`src/rtl/fetch_defs.sv`:
```
// rtl/fetch_defs.sv - shared state encoding and instruction field positions for the fetch unit
package fetch_defs;

    typedef enum logic [1:0] {
        FETCH   = 2'd0,
        CAPTURE = 2'd1,
        HOLD    = 2'd2
    } fetch_state_e;

    localparam int OPCODE_HI  = 15;
    localparam int OPCODE_LO  = 12;
    localparam int PAYLOAD_HI = 11;

endpackage

```
`src/rtl/program_counter.sv`:
```
// rtl/program_counter.sv - program counter register; a jump load beats an increment, and increments wrap
module program_counter #(
    parameter int ADDR_WIDTH = 16
) (
    input  logic                  clock,
    input  logic                  reset,
    input  logic [ADDR_WIDTH-1:0] reset_vector_i,
    input  logic                  load_en_i,
    input  logic [ADDR_WIDTH-1:0] load_target_i,
    input  logic                  incr_en_i,
    output logic [ADDR_WIDTH-1:0] pc_o
);

    logic [ADDR_WIDTH-1:0] pc_q;
    logic [ADDR_WIDTH-1:0] pc_d;

    always_comb begin
        pc_d = pc_q;
        if (load_en_i) begin
            pc_d = load_target_i;
        end else if (incr_en_i) begin
            pc_d = pc_q + {{(ADDR_WIDTH-1){1'b0}}, 1'b1};
        end
    end

    always_ff @(posedge clock) begin
        if (reset) begin
            pc_q <= reset_vector_i;
        end else begin
            pc_q <= pc_d;
        end
    end

    assign pc_o = pc_q;

endmodule

```
`src/rtl/instruction_fetch_unit.sv`:
```
// rtl/instruction_fetch_unit.sv - three-phase fetch FSM feeding a held instruction register to decode
module instruction_fetch_unit
    import fetch_defs::*;
#(
    parameter int                   ADDR_WIDTH   = 16,
    parameter int                   INSTR_WIDTH  = 16,
    parameter logic [ADDR_WIDTH-1:0] RESET_VECTOR = '0
) (
    input  logic                   clock,
    input  logic                   reset,
    output logic [ADDR_WIDTH-1:0]  imem_addr,
    input  logic [INSTR_WIDTH-1:0] imem_rdata,
    output logic [INSTR_WIDTH-1:0] instr,
    output logic                   instr_valid,
    input  logic                   instr_ready,
    input  logic                   pc_increment,
    input  logic                   jump_valid,
    input  logic [ADDR_WIDTH-1:0]  jump_target,
    output logic [ADDR_WIDTH-1:0]  pc,
    output logic [15:0]            retired_count
);

    fetch_state_e           state_q;
    fetch_state_e           state_d;
    logic [INSTR_WIDTH-1:0] instr_q;
    logic [15:0]            retired_q;
    logic [ADDR_WIDTH-1:0]  pc_w;
    logic                   consume;

    // Control-word inputs only matter on the edge that retires the held instruction.
    assign consume = (state_q == HOLD) && instr_ready;

    always_comb begin
        state_d = state_q;
        case (state_q)
            FETCH:   state_d = CAPTURE;
            CAPTURE: state_d = HOLD;
            HOLD:    if (instr_ready) state_d = FETCH;
            default: state_d = FETCH;
        endcase
    end

    always_ff @(posedge clock) begin
        if (reset) begin
            state_q   <= FETCH;
            instr_q   <= '0;
            retired_q <= 16'd0;
        end else begin
            state_q <= state_d;
            if (state_q == CAPTURE) begin
                instr_q <= imem_rdata;
            end
            if (consume) begin
                retired_q <= retired_q + 16'd1;
            end
        end
    end

    program_counter #(
        .ADDR_WIDTH(ADDR_WIDTH)
    ) u_program_counter (
        .clock         (clock),
        .reset         (reset),
        .reset_vector_i(RESET_VECTOR),
        .load_en_i     (consume && jump_valid),
        .load_target_i (jump_target),
        .incr_en_i     (consume && pc_increment),
        .pc_o          (pc_w)
    );

    assign imem_addr     = pc_w;
    assign pc            = pc_w;
    assign instr         = instr_q;
    assign instr_valid   = (state_q == HOLD);
    assign retired_count = retired_q;

endmodule

```
`config.mk`:
```
export PLATFORM = sky130hd
export DESIGN_NAME = instruction_fetch_unit
export DESIGN_NICKNAME = d
export VERILOG_FILES = /design/src/rtl/fetch_defs.sv /design/src/rtl/program_counter.sv /design/src/rtl/instruction_fetch_unit.sv
export SDC_FILE = /design/constraint.sdc
export NUM_CORES = 1
export LEC_CHECK = 0
export ABC_AREA = 1
export BUFFER_PORTS_ARGS = -buffer_cell sky130_fd_sc_hd__buf_2
export CAP_MARGIN = 15
export CORE_MARGIN = 2
export CORE_UTILIZATION = 52
export CTS_CLUSTER_SIZE = 24
export DETAILED_ROUTE_END_ITERATION = 6
export GPL_ROUTABILITY_DRIVEN = 0
export HOLD_SLACK_MARGIN = 0.1
export PLACE_DENSITY_LB_ADDON = 0.1
export SKIP_LAST_GASP = 1
export SYNTH_ARGS = -nofsm -noshare
export SYNTH_HDL_FRONTEND = slang
export SYNTH_SLANG_ARGS = --single-unit
```
`constraint.sdc`:
```
create_clock -name clock -period 3.7 [get_ports clock]
set_input_delay 0.555 -clock clock [delete_from_list [all_inputs] [get_ports clock]]
set_output_delay 0.555 -clock clock [all_outputs]
set_load 0.005 [all_outputs]
```
# After elaboration in Yosys (flattened, before gate mapping)
# Index checks and enable logic that the tools add are counted.
dict set report word_totals {
  register_bits 50
  inputBits 37
  out_inout_bits 65
  wordCells 18
}
dict set report classes {
  addsub 2
  n_eq_ne 3
  muxes 4
  n_reduce_logical 5
}
# operator n
set ops {}
lappend ops {{16-bit by 1-bit adder with 16-bit output, second input constant} 2}
lappend ops {{16-bit two-way mux} 2}
lappend ops {{2-bit one-hot mux with 3 select lines} 1}
lappend ops {{1-bit logical AND} 3}
lappend ops {{2-bit by 1-bit equality test with 1-bit output, second input constant} 1}
lappend ops {{2-bit equality test, second input constant} 1}
lappend ops {{2-bit logical NOT} 1}
lappend ops {{2-bit two-way mux} 1}
lappend ops {{2-bit by 1-bit != test with 1-bit output, second input constant} 1}
lappend ops {{2-bit nonzero test} 1}

# Longest topological paths before layout
dict set report logic_depth {
  word_depth 5
  mapped_depth 11
}

# By module
# Synthesis repeated with hierarchy kept, for this count alone.
dict set report hier_totals {
  cells_unflattened 402
  hier_area_um2 2810.2
}
# mod n_inst cells_per_inst area_per_inst_um2 seq_area_each_um2
set modules_own_cells {}
lappend modules_own_cells {instruction_fetch_unit 1 226 1600.3 680.7}
lappend modules_own_cells {program_counter 1 176 1209.9 480.5}

# Worst setup path before layout
# Ideal clock, no wire load.
dict set report synth_timing {
  path_kind {flip-flop to flip-flop}
  startpoint {register u_program_counter.pc_q[1] (netlist: u_program_counter.pc_o[1])}
  endpoint {register u_program_counter.pc_q[8] (netlist: u_program_counter.pc_o[8])}
  setup_time_ns 0.070
  arrival_ns 1.389
  t_required_ns 3.630
  path_slack_ns 2.241
  stages_incl_launch_ff 9
  n_path_buf 0
  synth_period_minus_slack_ns 1.459
  cell_sequence {dfxtp_1 > ha_1 > nand2_1 > nor2_1 > nand2_1 > or2_2 > nand3_1 > nand2_1 > a21oi_1}
}
dict set report synth_via {
  elab_chain_len 3
}
# element line
set synth_rtl {}
lappend synth_rtl {{from (decl)} program_counter.sv:14} ;# logic [ADDR_WIDTH-1:0] pc_q;
lappend synth_rtl {{from (signal assigned)} program_counter.sv:28} ;# pc_q <= reset_vector_i;
lappend synth_rtl {{from (signal assigned)} program_counter.sv:30} ;# pc_q <= pc_d;
lappend synth_rtl {{16-bit by 1-bit adder with 16-bit output} program_counter.sv:22} ;# pc_d = pc_q + {{(ADDR_WIDTH-1){1'b0}}, 1'b1};
lappend synth_rtl {{16-bit two-way mux} program_counter.sv:21} ;# end else if (incr_en_i) begin
lappend synth_rtl {{16-bit two-way mux} program_counter.sv:19} ;# if (load_en_i) begin
# No other way between the ends. The select of a mux whose other input is x is not followed.
# A chain may end at the register's enable or synchronous reset.

# Worst setup path in the final report
dict set report layout_timing {
  startpoint {register state_q[1]}
  endpoint {register u_program_counter.pc_q[6] (netlist: u_program_counter.pc_o[6])}
}
dict set report layout_via {
  elab_chain_len 4
}
# element line
set layout_rtl {}
lappend layout_rtl {{from (decl)} instruction_fetch_unit.sv:23} ;# fetch_state_e state_q;
lappend layout_rtl {{from (signal assigned)} instruction_fetch_unit.sv:49} ;# state_q <= state_d;
lappend layout_rtl {{2-bit equality test *} instruction_fetch_unit.sv:31} ;# assign consume = (state_q == HOLD) && instr_ready;
lappend layout_rtl {{1-bit logical AND *} instruction_fetch_unit.sv:31}
lappend layout_rtl {{1-bit logical AND (on tied branches)} {instruction_fetch_unit.sv:65, instruction_fetch_unit.sv:67}}
lappend layout_rtl {{16-bit two-way mux or 2-bit nonzero test (tied branches)} --}
# Every way passes the cells marked *; elsewhere a longest branch is shown, timed or not.

==> metrics.yaml <==
synth_cells: 420
period_share: 0.488
endpoint: "u_program_counter.pc_o[6]$_SDFFE_PP0P_"
n_antenna_cell: 0
grt_setup_unrepaired: "no"
instances_no_fill: 569
setup_ws_ns: 1.89
via_per_inst: 4.98
vias: 2836
setup_viol: 0
io_pins: 102
utilization: 0.636
nFillCells: 498
syn_nets: 459
cts_made_buffers: 5
worst_pin_slew_ns: 0.691
regToRegEndpoint: "u_program_counter.pc_o[6]$_SDFFE_PP0P_"
start_util: 0.539
wl_per_cell_um: 11.7
dieArea_um2: 5850
skew_ns: 0.0130
antenna_found_initial: 0
yosysTopAreaCell: "dfxtp_1"
drive_above_1_share: 0.238
cts_max_level: 2
power_density_nw_per_um2: 320
cp.arrival_ns: 1.99
die_w_um: 76.5
slew_headroom: 0.539
r2r_setup_slack_ns: 1.89
crit_path_start_kind: "flop"
clock-sinks: 50
synth_cell_types: 31
ys.flop_type: "dfxtp_1"
final_antenna_net_count: 0
crit_start: "state_q[1]$_SDFFE_PP0P_"
ys_seq_area_frac: 0.366
core_um2: 5070
grt_pass1_wl_um: 11200
crit_fanout: 27
synth_top_area_share: 0.366
root_buffer: "clkbuf_8"
synth_edf_count: 0
path_clk_slew_ns: 0.10
place_ws_ns: 1.79
slew_viol_final: 0
p_leak_nw: 1.53
placed_cell_area_um2: 3130
grt_pass1_vias: 2422
dr.first_iter.drc_count: 149
ir_worst_vdd_mv: 0.214
synth-seq-cells: 50
power.total_mw: 1.03
synthArstFlopShare: 0
synth_area_leaders: "dfxtp_1 37%, nand2_1 14%, nor2_1 12%, nand3_1 4.9%, o21ai_0 4.8%"
final_nets: 537
synthTopCellsByCount: "99 x nand2_1, 86 x nor2_1, 50 x dfxtp_1, 30 x inv_1, 27 x nand3_1"
yosys_warnings: 0
cap_viol_max_count: 0
min_period_ns: 1.81
hold_class: "flop to flop"
fp.dieH_um: 76.5
placed_cells_incl_taps: 561
worstPathRequired_ns: 3.89
cts-resized-gates: 0
rr_worst_depth: 9
io_buffer_count: 101
final.setup.tns_ns: 0
drt-pass1-iter-count: 4
clkLatencyLatePin_ns: 0.31
fin_hold_ws_ns: 0.472
regToRegStartpoint: "state_q[1]$_SDFFE_PP0P_"
critPathKind: "flop to flop"
dp.final_hpwl_um: 4850
fmax_mhz: 553
syn_area_per_cell_um2: 6.51
grt_usage: 0.230
fin_area_um2: 3230
yosysMostFrequentCell: "nand2_1"
routed_wl_um: 6670
route.detailed.drc: 0
cts_tree: "done"
final_hold_viol_count: 0
outcome: "completed"
cts_setup_buffers: 0
end_kind: "flop"
grt_overflow_total: 0
grt_start_max_net_pins: 28
cts_buffer_depth: 2
syn_area_um2: 2730
row_count: 26
cts.hold.buffers_added: 0
area_delta_synth_final_pct: 18.0
==> sequential cells by signal (all words and copies together) (netlist names) <==
| signal | flops |
|---|---|
| u_program_counter.pc_o | 16 |
| state_q | 2 |
| retired_count | 16 |
| instr | 16 |
==> cell families after synthesis <==
group,count (synthesis),synth area share
AO/OA/AOI/OAI,58,0.112
adder cells (fa/ha/maj),2,0.00915
XOR/XNOR,4,0.0128
buffers and inverters,62,0.115
flip-flops,50,0.366
AND/OR/NAND/NOR,244,0.385
==> worst min-delay path by stage <==
stage / startpoint / to / slack (ns) / cells past startpoint
after detailed placement: state_q[1]$_SDFFE_PP0P_ / state_q[0]$_SDFFE_PP0P_ / 0.45 / 1
after CTS: state_q[1]$_SDFFE_PP0P_ / state_q[0]$_SDFFE_PP0P_ / 0.47 / 1
after global routing: imem_rdata[8] / instr[8]$_SDFFE_PP0N_ / 0.48 / 3
final: state_q[1]$_SDFFE_PP0P_ / state_q[0]$_SDFFE_PP0P_ / 0.47 / 1
after global placement: state_q[1]$_SDFFE_PP0P_ / state_q[0]$_SDFFE_PP0P_ / 0.44 / 1
after floorplan: state_q[1]$_SDFFE_PP0P_ / state_q[0]$_SDFFE_PP0P_ / 0.42 / 1
==> final cells by class <==
type | count | area (um^2) | area share
Tap cell | 70 | 87.6 | 0.0272
Clock buffer | 5 | 68.8 | 0.0213
Multi-Input combinational cell | 308 | 1420 | 0.440
Inverter | 32 | 120 | 0.0372
Clock inverter | 3 | 23.8 | 0.00737
Sequential cell | 50 | 1000 | 0.310
Timing Repair Buffer | 101 | 505 | 0.157
==> layout by cell type, fill, tap and decap left out, types with 2 or more instances in the layout <==
master      Yosys  routed
buf_2           5     101
nand2_1        99      99
nor2_1         86      86
dfxtp_1        50      50
inv_1          30      30
nand3_1        27      27
o21ai_0        26      26
a21oi_1        25      25
nor3_1          9       9
nand4_1         8       8
clkbuf_8        0       5
nor2_4          4       4
nand3b_1        4       4
a211oi_1        3       3
inv_2           2       2
xnor2_1         2       2
xor2_1          2       2
ha_1            2       2
clkinvlp_4      0       2
==> power by group <==
group          total [mW]  leakage, nW  switching, mW  internal [mW]
logic               0.121         1.08         0.0698         0.0511
registers           0.576        0.407         0.0145          0.561
clock network       0.335       0.0408          0.199          0.136
total                1.03         1.53          0.284          0.748
==> metal layers <==
layer	track usage	part of all wire	vias to the layer above
met5	0	0	-
met4	0.0764	0.010	0
met3	0.0498	0.067	6
met2	0.364	0.45	92
met1	0.313	0.47	1252
li1	-	-	1486
==> critical path: stages (launching register included) <==
cell	delay, ns
dfxtp_1	0.37
inv_2	0.06
nor2_4	0.13
nand2_4	0.14
nor2_4	0.29
inv_2	0.26
nor2_1	0.15
nor2_1	0.05
a21boi_0	0.18
nor2_1	0.05
No activity file was read; power rests on OpenSTA's default activity.
